**src/rtl/box_cmd_receiver.sv**
```systemverilog
// Overlay-box command receiver: parses framed box packets from the RX byte
// stream, validates each slot and presents a double-buffered, self-expiring box set.
module box_cmd_receiver #(
  parameter int          BOX_NUM         = 4,
  parameter int          H_ACT           = 1280,
  parameter int          V_ACT           = 720,
  parameter logic [7:0]  MAGIC           = 8'hA5,
  parameter bit          COMMIT_ON_VSYNC = 1'b1,
  parameter int unsigned STALE_TICKS     = 125_000_000,
  localparam int         XW              = $clog2(H_ACT),
  localparam int         YW              = $clog2(V_ACT)
) (
  input  logic                  clk,
  input  logic                  rst,
  input  logic                  valid,
  input  logic [7:0]            i_data,
  input  logic                  vsync,
  output logic [BOX_NUM*XW-1:0] start_xs,
  output logic [BOX_NUM*YW-1:0] start_ys,
  output logic [BOX_NUM*XW-1:0] end_xs,
  output logic [BOX_NUM*YW-1:0] end_ys,
  output logic [BOX_NUM*24-1:0] colors,
  output logic [BOX_NUM-1:0]    box_en,
  output logic                  updated,
  output logic                  pkt_err,
  output logic [15:0]           err_cnt
);

  // state | meaning
  // IDLE  | waiting for the first byte of a packet (MAGIC check)
  // COUNT | next byte is the box count N
  // BODY  | record bytes, written into the shadow bank while slot_idx < N
  // DROP  | packet already rejected, swallow bytes until valid falls
  typedef enum logic [1:0] {IDLE, COUNT, BODY, DROP} state_t;

  localparam int         SW    = (BOX_NUM > 1) ? $clog2(BOX_NUM) : 1;
  localparam logic [7:0] BOX_B = 8'(BOX_NUM);

  state_t      state;
  logic        valid_q;
  logic        vsync_q;
  logic [15:0] byte_cnt;
  logic [7:0]  n_lat;
  logic [7:0]  slot_idx;
  logic [3:0]  byte_idx;
  logic        hdr_ok;
  logic        wr_bank;
  logic        pend_bank;
  logic        pending;
  logic        stale_armed;
  logic [31:0] stale_cnt;
  logic [7:0]  bank_n [2];
  logic [7:0]  shadow [2][BOX_NUM][11];

  logic        pkt_end;
  logic        accept;
  logic        reject;
  logic [15:0] exp_cnt;
  logic        commit_bank;
  logic [7:0]  commit_n;
  logic        do_commit;
  logic        stale_fire;

  logic [15:0]        sx_c  [BOX_NUM];
  logic [15:0]        sy_c  [BOX_NUM];
  logic [15:0]        ex_c  [BOX_NUM];
  logic [15:0]        ey_c  [BOX_NUM];
  logic [23:0]        col_c [BOX_NUM];
  logic [BOX_NUM-1:0] ok_c;

  assign pkt_end = valid_q & ~valid;
  assign exp_cnt = 16'd2 + 16'd11 * {8'd0, n_lat};
  assign accept  = pkt_end & hdr_ok & (byte_cnt == exp_cnt);
  assign reject  = pkt_end & ~accept;

  // Immediate mode commits straight from the bank just filled; vsync mode
  // commits from the bank parked at accept time.
  assign commit_bank = COMMIT_ON_VSYNC ? pend_bank : wr_bank;
  assign commit_n    = COMMIT_ON_VSYNC ? bank_n[pend_bank] : n_lat;
  assign do_commit   = COMMIT_ON_VSYNC ? (pending & vsync & ~vsync_q & ~accept) : accept;
  assign stale_fire  = stale_armed & (stale_cnt == 32'd1) & ~accept;

  always_ff @(posedge clk or posedge rst) begin
    if (rst) begin
      state    <= IDLE;
      valid_q  <= 1'b0;
      byte_cnt <= '0;
      n_lat    <= '0;
      slot_idx <= '0;
      byte_idx <= '0;
      hdr_ok   <= 1'b0;
      wr_bank  <= 1'b0;
      for (int b = 0; b < 2; b++) begin
        bank_n[b] <= '0;
        for (int s = 0; s < BOX_NUM; s++)
          for (int i = 0; i < 11; i++)
            shadow[b][s][i] <= '0;
      end
    end else begin
      valid_q <= valid;
      if (pkt_end) begin
        state    <= IDLE;
        byte_cnt <= '0;
        hdr_ok   <= 1'b0;
        if (accept) begin
          bank_n[wr_bank] <= n_lat;
          wr_bank         <= ~wr_bank;
        end
      end else if (valid) begin
        if (byte_cnt != 16'hFFFF)
          byte_cnt <= byte_cnt + 16'd1;
        case (state)
          IDLE: begin
            hdr_ok <= 1'b0;
            state  <= (i_data == MAGIC) ? COUNT : DROP;
          end
          COUNT: begin
            n_lat    <= i_data;
            slot_idx <= '0;
            byte_idx <= '0;
            if (i_data > BOX_B) begin
              hdr_ok <= 1'b0;
              state  <= DROP;
            end else begin
              // N == 0 also lands here; no slot is writable so BODY just waits for the end
              hdr_ok <= 1'b1;
              state  <= BODY;
            end
          end
          BODY: begin
            if (slot_idx < n_lat) begin
              shadow[wr_bank][slot_idx[SW-1:0]][byte_idx] <= i_data;
              if (byte_idx == 4'd10) begin
                byte_idx <= '0;
                slot_idx <= slot_idx + 8'd1;
              end else begin
                byte_idx <= byte_idx + 4'd1;
              end
            end
          end
          default: ;
        endcase
      end
    end
  end

  always_comb begin
    ok_c = '0;
    for (int k = 0; k < BOX_NUM; k++) begin
      sx_c[k]  = {shadow[commit_bank][k][0], shadow[commit_bank][k][1]};
      sy_c[k]  = {shadow[commit_bank][k][2], shadow[commit_bank][k][3]};
      ex_c[k]  = {shadow[commit_bank][k][4], shadow[commit_bank][k][5]};
      ey_c[k]  = {shadow[commit_bank][k][6], shadow[commit_bank][k][7]};
      col_c[k] = {shadow[commit_bank][k][8], shadow[commit_bank][k][9],
                  shadow[commit_bank][k][10]};
      ok_c[k]  = (8'(k) < commit_n)
               && ((sx_c[k] >> XW) == 16'd0) && ((ex_c[k] >> XW) == 16'd0)
               && ((sy_c[k] >> YW) == 16'd0) && ((ey_c[k] >> YW) == 16'd0)
               && (sx_c[k] <= ex_c[k]) && (ex_c[k] < 16'(H_ACT))
               && (sy_c[k] <= ey_c[k]) && (ey_c[k] < 16'(V_ACT));
    end
  end

  always_ff @(posedge clk or posedge rst) begin
    if (rst) begin
      vsync_q     <= 1'b0;
      pend_bank   <= 1'b0;
      pending     <= 1'b0;
      stale_armed <= 1'b0;
      stale_cnt   <= '0;
      updated     <= 1'b0;
      pkt_err     <= 1'b0;
      err_cnt     <= '0;
      start_xs    <= '0;
      start_ys    <= '0;
      end_xs      <= '0;
      end_ys      <= '0;
      colors      <= '0;
      box_en      <= '0;
    end else begin
      vsync_q <= vsync;
      updated <= 1'b0;
      pkt_err <= reject;
      if (reject && (err_cnt != 16'hFFFF))
        err_cnt <= err_cnt + 16'd1;

      if (accept) begin
        pending   <= COMMIT_ON_VSYNC;
        pend_bank <= wr_bank;
      end else if (do_commit) begin
        pending <= 1'b0;
      end

      // Down-counter reloaded on accept; fires once on terminal count then idles.
      if (accept) begin
        stale_armed <= (STALE_TICKS != 0);
        stale_cnt   <= 32'(STALE_TICKS);
      end else if (stale_armed) begin
        if (stale_cnt == 32'd1) begin
          stale_armed <= 1'b0;
          stale_cnt   <= '0;
        end else begin
          stale_cnt <= stale_cnt - 32'd1;
        end
      end

      if (do_commit) begin
        updated <= 1'b1;
        for (int k = 0; k < BOX_NUM; k++) begin
          start_xs[k*XW +: XW] <= ok_c[k] ? sx_c[k][XW-1:0] : '0;
          start_ys[k*YW +: YW] <= ok_c[k] ? sy_c[k][YW-1:0] : '0;
          end_xs[k*XW +: XW]   <= ok_c[k] ? ex_c[k][XW-1:0] : '0;
          end_ys[k*YW +: YW]   <= ok_c[k] ? ey_c[k][YW-1:0] : '0;
          colors[k*24 +: 24]   <= ok_c[k] ? col_c[k] : '0;
          box_en[k]            <= ok_c[k];
        end
      end else if (stale_fire) begin
        updated  <= 1'b1;
        start_xs <= '0;
        start_ys <= '0;
        end_xs   <= '0;
        end_ys   <= '0;
        colors   <= '0;
        box_en   <= '0;
      end
    end
  end

endmodule
```
**config.mk**
```make
export PLATFORM = sky130hd
export DESIGN_NAME = box_cmd_receiver
export DESIGN_NICKNAME = d
export VERILOG_FILES = /design/src/rtl/box_cmd_receiver.sv
export SDC_FILE = /design/constraint.sdc
export NUM_CORES = 2
export LEC_CHECK = 0
export CAP_MARGIN = 20
export CORE_AREA = 3 3 367 369
export DETAILED_ROUTE_END_ITERATION = 10
export DIE_AREA = 0 0 370 372
export PLACE_DENSITY = 0.58
export SLEW_MARGIN = 15
export SYNTH_ARGS = -nofsm -noshare
export SYNTH_HDL_FRONTEND = slang
export SYNTH_SLANG_ARGS = --single-unit
```
**constraint.sdc**
```tcl
create_clock -name clk -period 56.7 [get_ports clk]
set_input_delay 17.01 -clock clk [delete_from_list [all_inputs] [get_ports clk]]
set_output_delay 17.01 -clock clk [all_outputs]
set_load 0.01 [all_outputs]
```
### Word level (Yosys, flattened, before mapping)

Cells that the tools add are included.

| word-level totals | value |
|---|---|
| bits in registers | 1,083 |
| logic and storage cells | 317 |
| RAM bits | 0 |
| bits in read-only memories | 0 |
| input bits | 12 |
| memories kept | 0 |
| output and inout bits | 286 |
| bits in latches | 0 |

| cells by class | value |
|---|---|
| eq/ne operators | 10 |
| order comparisons | 29 |
| divide/modulo/power cells | 0 |
| reduce and logical (&&, ||, !) cells | 67 |
| shifts and indexed selects | 0 |
| add/sub/neg operators | 6 |
| bitwise gates (word level) | 18 |
| mux-type cells | 74 |
| $mul | 1 |

Operators by type and width:

| operator | count |
|---|---|
| 352-bit two-way mux | 4 |
| 704-bit bitwise mux | 1 |
| 352-bit demux with 1-bit select | 1 |
| 16-bit zero test | 16 |
| 96-bit two-way mux | 2 |
| 88-bit demux with 2-bit select | 1 |
| 44-bit two-way mux | 3 |
| 16-bit less-or-equal comparator | 8 |
| 40-bit two-way mux | 3 |
| 24-bit two-way mux | 4 |
| 32-bit two-way mux | 3 |
| 11-bit two-way mux | 8 |
| 88-bit two-way mux | 1 |
| 10-bit two-way mux | 8 |
| 16-bit by 10-bit < comparator with 1-bit output, second input constant | 4 |
| 16-bit by 11-bit < comparator with 1-bit output, second input constant | 4 |
| 8-bit two-way mux | 7 |
| 16-bit two-way mux | 3 |
| 1-bit logical AND | 36 |
| 16-bit by 1-bit adder with 16-bit output, second input constant | 2 |
| 8-bit demux with 4-bit select | 1 |
| 32-bit by 1-bit == test with 1-bit output, second input constant | 1 |
| 16-bit != test, second input constant | 2 |
| 32-bit by 1-bit subtractor with 32-bit output, second input constant | 1 |
| 41 further kinds | 81 |

### Logic depth before layout (Yosys ltp)

| depth | value |
|---|---|
| depth in word-level cells | 15 |
| gate-level depth with buffers | 21 |
| depth with buffers taken out | 12 |

### Least setup slack after synthesis

No wires, ideal clock.

| timing | value |
|---|---|
| path kind | input -> register |
| start point | input port valid |
| end point | register bank_n[10] (netlist bit) |
| slack | 37.504 ns |
| buffers on the path | 2 |
| required time | 56.575 ns |
| arrival time | 19.072 ns |
| setup time | 0.125 ns |
| cell stages on the path | 10 |
| path through | clkbuf_1 -> nor2b_1 -> clkbuf_1 -> nand4b_1 -> a21oi_1 -> nand4_1 -> nor4_1 -> nand3_1 -> nor2_4 -> mux2_2 |

| between the ends | value |
|---|---|
| word-level cells in the longest chain between the ends | 5 |

Ends and longest elaborated chain:

| what | line | text |
|---|---|---|
| from (decl) | 15 | `input logic valid,` |
| 1-bit inverter * | 71 | `assign pkt_end = valid_q & ~valid;` |
| 1-bit bitwise AND * | 71 |  |
| 1-bit bitwise AND (2 in series) | 73 | `assign accept = pkt_end & hdr_ok & (byte_cnt == exp_cnt);` |
| 2-bit AND reduction (no line) * | -- |  |
| to (signal, indexed assignment) | 106 | `bank_n[wr_bank] <= n_lat;` |
| to (decl) | 52 | `logic [7:0] bank_n [2];` |

Mark *: on every way between the ends. The rest lies on a longest branch, timed or not.
A chain may end at the register's enable or synchronous reset.

### Worst setup path after layout

| timing | value |
|---|---|
| start point | input port valid |
| end point | register colors[48] |

| between the ends | value |
|---|---|
| word-level cells in the longest chain between the ends | 7 |
| elaborated cells between the ends (all ways) | 9 |
| classes of those cells | mux: 1; bitwise: 7; reduce/logical: 1 |

Ends and longest elaborated chain:

| what | line | text |
|---|---|---|
| 1-bit inverter * | 71 |  |
| 1-bit bitwise AND * | 71 |  |
| 1-bit bitwise AND * (2 in series) | 73 |  |
| 1-bit inverter * | 80, 81 |  |
| 1-bit bitwise AND (on tied branches) | 80, 81 |  |
| 96-bit two-way mux or 2-bit nonzero test (tied branches) | -- |  |
| to (signal, indexed assignment) | 214 | `colors[k*24 +: 24] <= ok_c[k] ? col_c[k] : '0;` |
| to (decl) | 22 | `output logic [BOX_NUM*24-1:0] colors,` |

Marked as above.

==> impl_summary.txt <==
----------------------------------------------------
[STA]
  Setup repair after global routing missed its margin ... no
  Setup TNS ... 0 ns
  Worst slew margin relative to its limit ... 0.275
  Clock skew after layout ... 0.0341 ns
  Final setup vio count ... 0
  Worst slew pin tran ... 1.06 ns
  Final critical path time including I/O delays and setup ... 20.11 ns
  Number of endpoints with negative hold slack in the final report ... 0
  F_max ... 0.0497 GHz
  Slew Viols, Final ... 0
  Share of the clock period used by the worst path after layout ... 0.355

[Clocking]
  Clock latency at the later pin of the worst-skew pair ... 0.74 ns
  TritonCTS clock tree ... yes
  Longest Clk Path Bufs ... 3
  Clk Tree Root Cell ... clkbuf_16
  Post-CTS sizing ... 0
  Num Clock Sinks ... 1083
  # Post-CTS Setup Buffers ... 0
  Number of buffers created by CTS ... 117
  Clock edge transition at the registers on the reported setup and hold paths ... 0.06 ns
  Max H-tree Level ... 3
  Number of buffers inserted for hold repair after clock tree synthesis ... 0

[Yosys]
  Count of synthesis-stage warnings from yosys ... 0
  Share of synthesized cell area in and, or, nand and nor gates ... 0.0575
  Xor and xnor area share after synthesis ... 0.0119
  Complex-gate fraction of the synthesized area ... 0.0803
  Main combinational cell family by area after synthesis ... multiplexers
  Cell area after synthesis ... 50000 sq um
  Share of async-settable or async-resettable flops after synthesis ... 1.00
  Number of distinct library cells after synthesis ... 74
  Most area-hungry cell type in the Yosys netlist ... dfrtp_1
  Cell types with the highest counts after synthesis ... 1083 x dfrtp_1, 765 x mux2_2, 312 x mux2i_1, 235 x o2bb2ai_1, 163 x ha_1
  Post-synth EDFFs ... 0
  Synthesized area per cell ... 13.2 sq um
  Cell types with the largest area share after synthesis ... dfrtp_1 54%, mux2_2 17%, mux2i_1 6.3%
  Fraction of the mapped netlist area in adder cells ... 0.0424
  Leading register cell type out of synthesis ... dfrtp_1
  Flip-flop and latch count after synthesis ... 1083
  Syn_nets ... 3955
  Share of cell area taken by muxes after synthesis ... 0.235
  Portion of the post-synthesis area used by sequential elements ... 0.542
  Yosys top cell area share ... 0.542
  Post-synthesis instance total ... 3776
  Most repeated cell in the gate-level netlist after synthesis ... dfrtp_1

[Drt]
  Residual DRC count ... 0
  Remaining number of nets flagged by the antenna check after routing ... 0
  Vias per Instance ... 5.34
  Pre-Repair DR Iteration Count ... 5
  Routed vias ... 31400
  DRC violation total after the first TritonRoute iteration ... 1874
  WL/cell ... 22.6 microns
  Total wirelength of the detailed-routed design ... 132 mm

[GRT]
  Wire length of the first global-routing pass ... 204 mm
  Number of global-route vias before repair ... 32400
  Total routing resource utilization after global routing ... 0.192
  Antenna violations before repair ... 4
  Pin count of the biggest net entering global routing ... 120
  Overflow left after global routing ... 0

[Floorplanning]
  IO Pins ... 298
  Number of cell rows ... 133
  Die width ... 370 microns
  Area of the core region ... 131000 sq um
  Starting utilization of the core area ... 0.380
  Die Area ... 138000 sq um
  Die height ... 372 microns

[Place]
  Gp weighted congestion ... 0.820
  Cell area reported after detailed placement ... 54600 sq um
  IO Port Bufs ... 297
  Half-perimeter wire length after placement ... 85.5 mm

[Setup path]
  Kind of start point of the critical path ... input port
  Reg-to-reg critical path startpoint ... commit_bank
  Maximum fanout encountered on the critical timing path ... 67
  Worst setup slack for register-to-register paths ... 50.33 ns
  Worst R2R End ... colors[74]
  Worst-case reg-to-reg path depth ... 15
  Endpoint kind of the worst setup timing path ... flip-flop
  Required @ worst endpoint ... 57.26 ns
  Crit path arrival time ... 20.67 ns
  Type of the setup path with the least slack ... input port to flip-flop

[Power]
  Power per unit of standard cell area ... 31.8 nW/um^2
  Leakage ... 30.1 nW
  Worst VDD drop ... 0.0324 mV

[Min path]
  Number of cells on the worst hold path ... 1
  Kind of path behind the tightest hold check ... flip-flop to flip-flop
  Capture endpoint of the worst hold path ... start_xs[14]
  Worst min-delay path startpoint ... start_xs[14]

[Finish]
  Register area ... 27100 sq um
  Final Net Count ... 4194
  Post-route cell area ... 58900 sq um
  Area growth, synth to finish ... 17.9%
  Fraction of final layout cells with drive strength greater than 1 ... 0.271
  Area occupied by multi-input gates ... 21500 sq um
  Fill cell instance count of the final layout ... 12000
  Util after Layout ... 0.448

[Flow run]
  Reported max-cap violation count ... 0

[Run status]
  Run status ... completed

----------------------------------------------------
==> critical path, cell delays in order <==
cell	delay [ns]
clkdlybuf4s50_1	0.65
nor2b_1	0.27
nand4b_1	0.12
a21oi_1	0.19
nand4_1	0.12
nor4_1	0.48
a31oi_2	0.50
buf_4	0.33
o2111ai_4	0.06
buf_4	0.63
o2bb2ai_1	0.17
==> sequential cells by signal, summed over array words and instances (netlist names), 16 cells and up <==
register	flops
bank_n	16
byte_cnt	16
colors	96
end_xs	44
end_ys	40
err_cnt	16
shadow	704
stale_cnt	32
start_xs	44
start_ys	40
==> report_power, final <==
| group | internal, mW | switching (mW) | total, mW | leakage (nW) |
|---|---|---|---|---|
| Combinational | 0.0813 | 0.116 | 0.198 | 13.1 |
| Sequential | 0.814 | 0.0314 | 0.846 | 14.9 |
| Clock | 0.507 | 0.323 | 0.831 | 2.09 |
| Total | 1.40 | 0.471 | 1.87 | 30.1 |
==> how the worst max path moves through the flow <==
stage / startpoint / to / slack [ns] / depth (start not counted)
4_1_cts: rst / end_ys[29] / 36.49 / 5
2_1_floorplan: rst / bank_n[0] / 9.20 / 1
3_5_place_dp: rst / shadow[130] / 35.68 / 5
5_1_grt: rst / shadow[656] / 36.21 / 5
3_3_place_gp: rst / shadow[135] / 35.70 / 5
6_report: valid / colors[48] / 36.59 / 11
==> cell families (layout without fill, tap and decap cells) <==
logic type | after synthesis | after routing
DFF | 1083 | 1083
muxes | 1079 | 1079
buffers and inverters | 346 | 687
xor gates and xnor gates | 68 | 68
adders and majority gates | 167 | 167
AOI/OAI and AO/OA | 508 | 508
other | 0 | 1
and+or+nand+nor | 525 | 525
==> metrics by stage <==
step | setup slack [ns] | cells | power [mW] | hold slack (ns)
floorplan | 9.20 | 3776 | 0.994 | 0.458
global placement | 35.70 | 5647 | 1.05 | 0.471
detailed placement | 35.68 | 5647 | 1.06 | 0.473
CTS | 36.49 | 5868 | 1.90 | 0.491
global route | 36.21 | 5872 | 1.96 | 0.502
finish | 36.59 | 5873 | 1.87 | 0.484
==> cell type report <==
cell class	instances	share of cell area
Antenna cell	1	0.0000425
Inverter	117	0.00758
Multi-Input combinational cell	2347	0.365
Tap cell	1755	0.0373
Timing Repair Buffer	349	0.0579
Clock inverter	56	0.0134
Sequential cell	1083	0.460
Clock buffer	165	0.0589
==> per-layer routing <==
layer	vias to the layer above	global-route usage	wire length (microns)
met1	16300	0.275	62800
met4	0	0.0508	2840
met3	179	0.0292	5370
met2	570	0.305	61400
met5	-	0	0
li1	14300	-	-
==> placed cells by master, fill, tap and decap left out, types with 5 or more instances in the layout <==
cell             synthesis  layout
o22ai_1                  5       5
nor2b_1                 20      20
nor2_1                  92      89
nand3_1                 66      65
or4_1                   18      18
o21ai_0                 77      77
nand4b_1                 6       6
or2_2                   10      10
nor4_1                  28      27
clkinv_2                 0      23
nand2_1                 97      97
a21oi_1                 57      57
mux2i_1                312     312
dfrtp_1               1083    1082
clkbuf_8                 0      32
nand3b_1                 6       6
o211ai_1                 9       9
nand4_1                 46      46
mux2_2                 765     765
and3_1                  12      12
inv_1                  115     114
and4_1                   9       9
nor3_1                  36      31
nor3_2                  18      21
xor2_1                  23      23
o2bb2ai_2               29      29
clkbuf_16                0     119
xnor2_1                 45      45
clkbuf_1               141      14
and2_1                  13      13
clkdlybuf4s50_1          0     289
buf_4                   10      55
nand2b_1                23      23
a21o_1                  34      33
bufinv_16                0      18
o21a_1                  14      14
clkinvlp_4               0       8
o2bb2ai_1              235     235
ha_1                   163     163
Note: power is estimated with default switching activity, not from simulation.
